File: src/rtl/lte_sym_sched_if.sv
// Bundle of slot configuration, core handshake and per-symbol control signals
// exchanged between the LTE symbol scheduler and its environment.
//   master : slot/config/core_done producer (testbench or slot controller)
//   slave  : the scheduler itself (lte_sym_sched)
// Signals:
//   slot_start, cfg_en, cfg_fft_type, cfg_cp_type, cfg_fft_num[2:0], cfg_fs_ratio[6:0],
//   core_done                                       -> into the scheduler
//   fft_start, fft_type, cp_type, fft_num[2:0], fs_ratio[6:0], fst_cp, sym_idx[2:0],
//   busy, slot_done, sym_late, slot_err            <- out of the scheduler
interface lte_sym_sched_if;
    logic       slot_start;
    logic       cfg_en;
    logic       cfg_fft_type;
    logic       cfg_cp_type;
    logic [2:0] cfg_fft_num;
    logic [6:0] cfg_fs_ratio;
    logic       core_done;

    logic       fft_start;
    logic       fft_type;
    logic       cp_type;
    logic [2:0] fft_num;
    logic [6:0] fs_ratio;
    logic       fst_cp;
    logic [2:0] sym_idx;
    logic       busy;
    logic       slot_done;
    logic       sym_late;
    logic       slot_err;

    modport master (
        output slot_start, cfg_en, cfg_fft_type, cfg_cp_type, cfg_fft_num, cfg_fs_ratio,
        output core_done,
        input  fft_start, fft_type, cp_type, fft_num, fs_ratio, fst_cp, sym_idx,
        input  busy, slot_done, sym_late, slot_err
    );

    modport slave (
        input  slot_start, cfg_en, cfg_fft_type, cfg_cp_type, cfg_fft_num, cfg_fs_ratio,
        input  core_done,
        output fft_start, fft_type, cp_type, fft_num, fs_ratio, fst_cp, sym_idx,
        output busy, slot_done, sym_late, slot_err
    );
endinterface

File: src/rtl/lte_sym_sched.sv
// Per-slot OFDM symbol scheduler for the LTE FFT/IFFT chain.
// On slot_start (with cfg_en) it latches and clamps the slot configuration, computes the
// symbol periods (N + CP) * fs_ratio, then issues one fft_start per symbol (7 normal CP,
// 6 extended CP) paced by a down-counting timer and gated by the core's completion.
// Ports:
//   clk   - clock
//   reset - asynchronous active-high reset
//   bus   - lte_sym_sched_if.slave: slot/config/core_done in, per-symbol controls and
//           status pulses (fft_start, slot_done, sym_late, slot_err) out
module lte_sym_sched #(
    parameter int unsigned TMR_NBIT = 20
) (
    input  logic                  clk,
    input  logic                  reset,
    lte_sym_sched_if.slave        bus
);

    typedef enum logic [1:0] {StIdle, StLatch, StRun, StSlotEnd} state_e;

    localparam logic [TMR_NBIT-1:0] TmrOne = TMR_NBIT'(1);

    state_e              state_q;
    logic                fft_type_q;
    logic                cp_type_q;
    logic [2:0]          fft_num_q;
    logic [6:0]          fs_ratio_q;
    logic [TMR_NBIT-1:0] p0_q;
    logic [TMR_NBIT-1:0] p1_q;
    logic [TMR_NBIT-1:0] timer_q;
    logic                done_seen_q;
    logic [2:0]          idx_q;
    logic                fst_q;
    logic                first_q;   // first RUN cycle: symbol 0 start
    logic                late_q;    // sym_late already reported for this symbol

    // Period arithmetic from the latched (clamped) configuration.
    logic [11:0] n_len;
    logic [11:0] cp0_len;
    logic [11:0] cp1_len;
    logic [11:0] sum0;
    logic [11:0] sum1;
    logic [18:0] prod0;
    logic [18:0] prod1;

    assign n_len   = 12'd2048 >> fft_num_q;
    assign cp0_len = cp_type_q ? (12'd512 >> fft_num_q) : (12'd160 >> fft_num_q);
    assign cp1_len = cp_type_q ? (12'd512 >> fft_num_q) : (12'd144 >> fft_num_q);
    assign sum0    = n_len + cp0_len;
    assign sum1    = n_len + cp1_len;
    assign prod0   = 19'(sum0) * 19'(fs_ratio_q);
    assign prod1   = 19'(sum1) * 19'(fs_ratio_q);

    logic [2:0] last_idx;
    logic       expired;
    logic       done_any;
    logic       adv;
    logic       fin;
    logic       late_now;

    assign last_idx = cp_type_q ? 3'd5 : 3'd6;
    // The start cycle itself never counts as expiry; core_done there is ignored.
    assign expired  = (state_q == StRun) && !first_q && (timer_q == '0);
    assign done_any = done_seen_q || bus.core_done;
    assign adv      = expired && done_any && (idx_q != last_idx);
    assign fin      = expired && done_any && (idx_q == last_idx);
    assign late_now = expired && !done_any && !late_q;

    always_ff @(posedge clk or posedge reset) begin
        if (reset) begin
            state_q     <= StIdle;
            fft_type_q  <= 1'b0;
            cp_type_q   <= 1'b0;
            fft_num_q   <= 3'd0;
            fs_ratio_q  <= 7'd0;
            p0_q        <= '0;
            p1_q        <= '0;
            timer_q     <= '0;
            done_seen_q <= 1'b0;
            idx_q       <= 3'd0;
            fst_q       <= 1'b0;
            first_q     <= 1'b0;
            late_q      <= 1'b0;
        end else begin
            unique case (state_q)
                StIdle: begin
                    if (bus.slot_start && bus.cfg_en) begin
                        fft_type_q <= bus.cfg_fft_type;
                        cp_type_q  <= bus.cfg_cp_type;
                        fft_num_q  <= (bus.cfg_fft_num > 3'd4) ? 3'd4 : bus.cfg_fft_num;
                        fs_ratio_q <= (bus.cfg_fs_ratio == 7'd0) ? 7'd1 : bus.cfg_fs_ratio;
                        idx_q      <= 3'd0;
                        fst_q      <= 1'b0;
                        state_q    <= StLatch;
                    end
                end
                StLatch: begin
                    p0_q    <= TMR_NBIT'(prod0);
                    p1_q    <= TMR_NBIT'(prod1);
                    first_q <= 1'b1;
                    fst_q   <= 1'b1;
                    idx_q   <= 3'd0;
                    state_q <= StRun;
                end
                StRun: begin
                    // Timer loads P-1 in each start cycle so it hits 0 exactly P cycles
                    // after the start, which is when the next start may be issued.
                    if (first_q) begin
                        first_q     <= 1'b0;
                        timer_q     <= p0_q - TmrOne;
                        done_seen_q <= 1'b0;
                        late_q      <= 1'b0;
                    end else if (adv) begin
                        idx_q       <= idx_q + 3'd1;
                        fst_q       <= 1'b0;
                        timer_q     <= p1_q - TmrOne;
                        done_seen_q <= 1'b0;
                        late_q      <= 1'b0;
                    end else if (fin) begin
                        done_seen_q <= 1'b0;
                        timer_q     <= '0;
                        state_q     <= StSlotEnd;
                    end else begin
                        if (timer_q != '0) begin
                            timer_q <= timer_q - TmrOne;
                        end
                        if (bus.core_done) begin
                            done_seen_q <= 1'b1;
                        end
                        if (late_now) begin
                            late_q <= 1'b1;
                        end
                    end
                end
                StSlotEnd: begin
                    idx_q   <= 3'd0;
                    fst_q   <= 1'b0;
                    late_q  <= 1'b0;
                    state_q <= StIdle;
                end
                default: state_q <= StIdle;
            endcase
        end
    end

    // Starts after symbol 0 fire in the very cycle the period/core_done condition is met,
    // so fft_start, sym_idx and fst_cp look ahead to the symbol being started.
    assign bus.fft_start = first_q || adv;
    assign bus.sym_idx   = adv ? (idx_q + 3'd1) : idx_q;
    assign bus.fst_cp    = fst_q && !adv;
    assign bus.fft_type  = fft_type_q;
    assign bus.cp_type   = cp_type_q;
    assign bus.fft_num   = fft_num_q;
    assign bus.fs_ratio  = fs_ratio_q;
    assign bus.busy      = (state_q != StIdle);
    assign bus.slot_done = (state_q == StSlotEnd);
    assign bus.sym_late  = late_now;
    assign bus.slot_err  = (state_q != StIdle) && bus.slot_start;

endmodule

File: src/flat_wrapper.sv
// flat-port wrapper written by rule: the top's interface ports become plain ports
module lte_sym_sched_flat 
#(
    parameter int unsigned TMR_NBIT = 20
)
  (clk, reset, bus_slot_start, bus_cfg_en, bus_cfg_fft_type, bus_cfg_cp_type, bus_cfg_fft_num, bus_cfg_fs_ratio, bus_core_done, bus_fft_start, bus_fft_type, bus_cp_type, bus_fft_num, bus_fs_ratio, bus_fst_cp, bus_sym_idx, bus_busy, bus_slot_done, bus_sym_late, bus_slot_err);
  lte_sym_sched_if bus_i ();
  input  logic clk;
  input  logic reset;
  input wire logic [$bits(bus_i.slot_start)-1:0] bus_slot_start;
  input wire logic [$bits(bus_i.cfg_en)-1:0] bus_cfg_en;
  input wire logic [$bits(bus_i.cfg_fft_type)-1:0] bus_cfg_fft_type;
  input wire logic [$bits(bus_i.cfg_cp_type)-1:0] bus_cfg_cp_type;
  input wire logic [$bits(bus_i.cfg_fft_num)-1:0] bus_cfg_fft_num;
  input wire logic [$bits(bus_i.cfg_fs_ratio)-1:0] bus_cfg_fs_ratio;
  input wire logic [$bits(bus_i.core_done)-1:0] bus_core_done;
  output wire logic [$bits(bus_i.fft_start)-1:0] bus_fft_start;
  output wire logic [$bits(bus_i.fft_type)-1:0] bus_fft_type;
  output wire logic [$bits(bus_i.cp_type)-1:0] bus_cp_type;
  output wire logic [$bits(bus_i.fft_num)-1:0] bus_fft_num;
  output wire logic [$bits(bus_i.fs_ratio)-1:0] bus_fs_ratio;
  output wire logic [$bits(bus_i.fst_cp)-1:0] bus_fst_cp;
  output wire logic [$bits(bus_i.sym_idx)-1:0] bus_sym_idx;
  output wire logic [$bits(bus_i.busy)-1:0] bus_busy;
  output wire logic [$bits(bus_i.slot_done)-1:0] bus_slot_done;
  output wire logic [$bits(bus_i.sym_late)-1:0] bus_sym_late;
  output wire logic [$bits(bus_i.slot_err)-1:0] bus_slot_err;
  assign bus_i.slot_start = bus_slot_start;
  assign bus_i.cfg_en = bus_cfg_en;
  assign bus_i.cfg_fft_type = bus_cfg_fft_type;
  assign bus_i.cfg_cp_type = bus_cfg_cp_type;
  assign bus_i.cfg_fft_num = bus_cfg_fft_num;
  assign bus_i.cfg_fs_ratio = bus_cfg_fs_ratio;
  assign bus_i.core_done = bus_core_done;
  assign bus_fft_start = bus_i.fft_start;
  assign bus_fft_type = bus_i.fft_type;
  assign bus_cp_type = bus_i.cp_type;
  assign bus_fft_num = bus_i.fft_num;
  assign bus_fs_ratio = bus_i.fs_ratio;
  assign bus_fst_cp = bus_i.fst_cp;
  assign bus_sym_idx = bus_i.sym_idx;
  assign bus_busy = bus_i.busy;
  assign bus_slot_done = bus_i.slot_done;
  assign bus_sym_late = bus_i.sym_late;
  assign bus_slot_err = bus_i.slot_err;
  lte_sym_sched #(.TMR_NBIT(TMR_NBIT)) u_core (.clk(clk), .reset(reset), .bus(bus_i));
endmodule
File: config.mk
export PLATFORM = sky130hd
export DESIGN_NAME = lte_sym_sched_flat
export DESIGN_NICKNAME = d
export VERILOG_FILES = /design/src/rtl/lte_sym_sched_if.sv /design/src/rtl/lte_sym_sched.sv /design/src/flat_wrapper.sv
export SDC_FILE = /design/constraint.sdc
export NUM_CORES = 1
export LEC_CHECK = 0
export BUFFER_PORTS_ARGS = -buffer_cell sky130_fd_sc_hd__clkbuf_2
export CAP_MARGIN = 20
export CORE_ASPECT_RATIO = 0.9
export CORE_MARGIN = 2
export CORE_UTILIZATION = 25
export DETAILED_ROUTE_END_ITERATION = 6
export HOLD_SLACK_MARGIN = 0.02
export PLACE_DENSITY_LB_ADDON = 0.25
export RECOVER_POWER = 50
export SLEW_MARGIN = 40
export SYNTH_ARGS = -nofsm -noshare
export SYNTH_HDL_FRONTEND = slang
export SYNTH_SLANG_ARGS = --single-unit
File: constraint.sdc
create_clock -name clk -period 5.6 [get_ports clk]
set_input_delay 0.28 -clock clk [delete_from_list [all_inputs] [get_ports clk]]
set_output_delay 0.28 -clock clk [all_outputs]
set_load 0.005 [all_outputs]
### Yosys cells after proc, flatten, opt, wreduce, memory -nomap -nowiden

Cells that the tools add are included.
W data, S select, Z words.

* word-level logic and storage cells: 103
* input bits: 17
* bits in writable memories: 0
* bits in latches: 0
* bits in read-only memories: 0
* memories kept: 0
* register bits after elaboration: 79

* div/mod/pow operators: 0
* reductions and logical operators: 33
* mux-type cells: 32
* multipliers: 2
* order comparisons: 1
* add/subtract/negate cells: 6
* shift-type cells: 4
* bitwise gates (word level): 0
* equal/unequal tests: 12

Operators by type and width (number)
* $mux W20: 4
* $sub A19 B1 Y20 const B: 2
* $mul A12 B7 Y19: 2
* $add A12 B12 Y12: 2
* $mux W12: 2
* $shr A8 B3 Y12 const A: 2
* $logic_not A20 Y1: 1
* $reduce_bool A20 Y1: 1
* $sub A20 B1 Y20 const B: 1
* $mux W3: 4
* $shr A10 B3 Y12 const A: 1
* $shr A12 B3 Y12 const A: 1
* $mux W1: 11
* $logic_and A1 B1 Y1: 10
* $mux W2: 5
* $pmux W3 S3: 1
* $ne A4 B2 Y1 const B: 2
* $pmux W2 S4: 1
* $reduce_and A2 Y1: 4
* $reduce_bool A4 Y1: 2
* $logic_not A7 Y1: 1
* $mux W7: 1
* $ne A2 B1 Y1 const B: 3
* $reduce_and A3 Y1: 2
* other kinds (15): 24

### Logic depth before layout (Yosys ltp)

* depth after elaboration: 10
* depth in mapped cells: 27

### Least setup slack after synthesis

No wires, ideal clock.

* path kind: register to register
* start point: register u_core.fft_num_q[0], in the netlist u_core.bus.fft_num[0]
* end point: register u_core.p1_q[17]
* arrival: 6076 ps
* cell stages (with the launch flop): 25
* slack: -602 ps
* buffers on the path: 2
* setup time: 126 ps
* path through: dfrtp_1 inv_1 ha_1 clkbuf_1 mux2i_1 nor2_1 ha_1 clkbuf_1 nand2_1 o21ai_0 xor2_1 and2_1 fa_1 fa_1 fa_1 inv_1 fa_1 inv_1 ha_1 nand4_1 nor3_1 nor4b_1 or2_2 o2111a_1 a221o_1

* longest elaborated chain between the ends: 4

RTL lines
* start: declaration: RTL line lte_sym_sched.sv:25 `logic [2:0] fft_num_q;`
* start signal: assignment: RTL line lte_sym_sched.sv:89 `fft_num_q <= (bus.cfg_fft_num > 3'd4) ? 3'd4 : bus.cfg_fft_num;`
* $shr A8 B3 Y12 / $shr A10 B3 Y12 (equally long branches): RTL line lte_sym_sched.sv:47 `assign cp1_len = cp_type_q ? (12'd512 >> fft_num_q) : (12'd144 >> fft_num_q);`
* $mux W12: RTL line lte_sym_sched.sv:47
* $add A12 B12 Y12 (*): RTL line lte_sym_sched.sv:49 `assign sum1 = n_len + cp1_len;`
* $mul A12 B7 Y19 (*): RTL line lte_sym_sched.sv:51 `assign prod1 = 19'(sum1) * 19'(fs_ratio_q);`
* end signal: assignment: RTL line lte_sym_sched.sv:98 `p1_q <= TMR_NBIT'(prod1);`
* end: declaration: RTL line lte_sym_sched.sv:28 `logic [TMR_NBIT-1:0] p1_q;`

Mark *: on every way between the ends. The rest lies on a longest branch, timed or not.
A chain may end at the register's enable or synchronous reset.

### Worst setup path in the final report

* start point: register u_core.fft_num_q[1], in the netlist u_core.bus.fft_num[1]
* end point: register u_core.p1_q[13]

Same word-level chain as after synthesis.

==> out/metrics.yaml <==
final_layout:
  n_fill_cell: 4382
  final_nets: 1624
  register_area_um2: 1980
  diodes: 0
  fin_util_pct: 32.6
  fin_cells: 1966
  syn_to_final_growth_pct: 27.8
  layout-drive-gt1-share_pct: 26.4
  multi_input_area_um2: 8640
  fin_area_um2: 13700
floorplanning:
  die_area_um2: 44600
  start_util_pct: 25.5
  die_h_um: 200
  ios: 38
  fp.dieW_um: 222
  coreArea_um2: 42000
  rows: 71
sta:
  slew_headroom_pct: -126
  setup_viol_count_final: 14
  hold_viol_final: 0
  fin_ws_ps: -233
  post-route-period-util_pct: 104
  period_needed_ps: 5830
  worstMarginPinSlew_ps: 3390
  fmax_mhz: 171
  rsz0062_at_grt: "yes"
  final-max-slew-violation-count: 69
  finClkSkew_ps: 12.9
hold_path:
  hold_path_class: "in2reg"
drt:
  num_vias: 9512
  first_pass_iters: 5
  drt-total-wl_mm: 30.8
  drt_iter0_drc: 548
  drc: 0
  vias_per_cell: 4.84
  ant_nets: 0
  post_drt_wl_per_cell_um: 15.6
placement:
  port_buffers: 37
  gp_congestion: 0.819
  place_area_um2: 12700
  dp_hpwl_mm: 23.8
  dp_cells: 1918
logic_synthesis:
  synth-edff-count: 0
  synth_top_area_share_pct: 18.4
  synth_seq_area_share_pct: 18.4
  synthArstFlopShare_pct: 100
  synth_cells: 1234
  ys_types: 68
  synth_area_um2: 10700
  synthFlopType: "dfrtp_1"
  ys_top_cells_by_area: "dfrtp_1, fa_1, ha_1, and2_1, nand2_1"
  ys_warn_count: 0
  syn_nets: 1444
  synth_largest_area_cell: "dfrtp_1"
  synth.avg_cell_area_um2: 8.69
  ys_top_cells_by_count: "nand2_1, inv_1, fa_1"
  yosysMostFrequentCell: "nand2_1"
  synth_seq_cells: 79
worst_setup_path:
  path_class: "reg2reg"
  cp-start-kind: "flip-flop"
  critPathRequiredTime_ps: 5850
  critPathMaxFanout: 4
  crit_arrival_ps: 6090
  cp-end-kind: "flip-flop"
cts:
  clkTransAtPathRegs_ps: 70
  cts_max_level: 3
  clk_latency_ps: 370
  cts.sinks: 79
  cts_max_path_buffers: 2
  root_buffer: "clkbuf_16"
  cts_tree: "done"
  cts_buffers: 9
global_route:
  grt_pass1_wl_mm: 51.9
  antenna_found_initial: 1
  grt_pass1_vias: 10100
  grt_usage_pct: 14.3
  grt_max_degree: 69
  overflow: 0
run:
  timing.max_cap.violations: 1
run_status:
  violations: "max-capacitance violations, max-slew violations, negative setup slack"
  status: "finished, violations left"
kinds of logic after synthesis:
family | Yosys count | synth area share (%)
DFF | 79 | 18.4
and+or+nand+nor | 463 | 23.0
xor gates and xnor gates | 69 | 5.64
muxes | 36 | 3.70
AOI/OAI and AO/OA | 220 | 13.6
adders and majority gates | 193 | 29.4
buffers and inverters | 174 | 6.17
final cells by class:
cell class	count	area share (%)
Clock buffer	10	1.67
Clock inverter	6	0.840
Tap cell	547	5.00
Inverter	126	3.48
Timing Repair Buffer	217	11.4
Multi-Input combinational cell	981	63.1
Sequential cell	79	14.5
critical path, stage by stage, from the launching register on:
cell and delay [ps]:
dfrtp_2 420, inv_2 70, ha_4 160, and2_4 160
nand2_4 60, o31ai_2 60, ha_2 210, o211ai_1 190
a21boi_1 110, o21ai_2 220, nand2_2 140, xor2_4 210
and2_1 170, fa_1 490, fa_1 430, fa_1 490
fa_1 490, ha_1 340, a21o_1 180, a21o_1 190
nor4b_2 300, buf_4 170, o31ai_2 60, xor2_1 140
mux2_2 260
through the flow:
| step | setup WS [ps] | hold WS, ps | setup TNS, ps |
|---|---|---|---|
| floorplan | -137 | 424 | -538 |
| global placement | -421 | 216 | -4340 |
| detailed placement | -403 | 221 | -5360 |
| CTS | -224 | 138 | -2390 |
| global route | -499 | 155 | -6720 |
| finish | -233 | 151 | -1810 |
sequential cells by signal (all words and copies together), names as in the netlist:
signal / count
u_core.bus.fft_num: 3
u_core.p0_q: 19
u_core.state_q: 2
u_core.bus.fs_ratio: 7
u_core.timer_q: 20
u_core.bus.fft_type: 1
u_core.fst_q: 1
u_core.done_seen_q: 1
u_core.first_q: 1
u_core.idx_q: 3
u_core.bus.cp_type: 1
u_core.p1_q: 19
u_core.late_q: 1
final timing paths:
path                                             from                endpoint  slack [ps]  depth (start not counted)
worst max-delay path            u_core.bus.fft_num[1]         u_core.p1_q[13]        -230                         24
worst min-delay path                 bus_cfg_fft_type     u_core.bus.fft_type         150                          2
worst max register to register  u_core.bus.fft_num[1]         u_core.p1_q[13]        -230                         24
worst min register to register           u_core.fst_q            u_core.fst_q         510                          1
max in group asynchronous                       reset          u_core.first_q        1020                          4
min in group asynchronous                       reset  u_core.bus.fs_ratio[2]         510                          3
cell usage in the layout, fill, tap and decap left out, drive strengths merged, types with 15 or more instances in the layout:
cell and instances:
buf 175, nand2 127, inv 126, fa 98
ha 95, and2 88, dfrtp 79, nor2 56
a21oi 56, clkbuf 50, o21ai 47, xnor2 40
nor3 35, mux2 29, nand3 29, xor2 29
nand4 17, and3 15, nor3b 15
repair_timing:
action                     4_1_cts  5_1_grt
buffers inserted                22        9
resized for setup               53       53
hold endpoints to repair        11        0
hold buffers                     1        0
pin swaps                       47       33
setup endpoints to repair       19       19
metal layers:
layer / up-vias / share of wire [%] / track usage [%]
met5: - / 0 / 0
met4: 0 / 1.8 / 3.64
met3: 42 / 2.4 / 1.36
met2: 140 / 49 / 24.8
met1: 4728 / 47 / 19.0
li1: 4602 / - / -
Power is not shown: default switching activity piles up to over one toggle a cycle in this logic, so the estimate is an artifact.
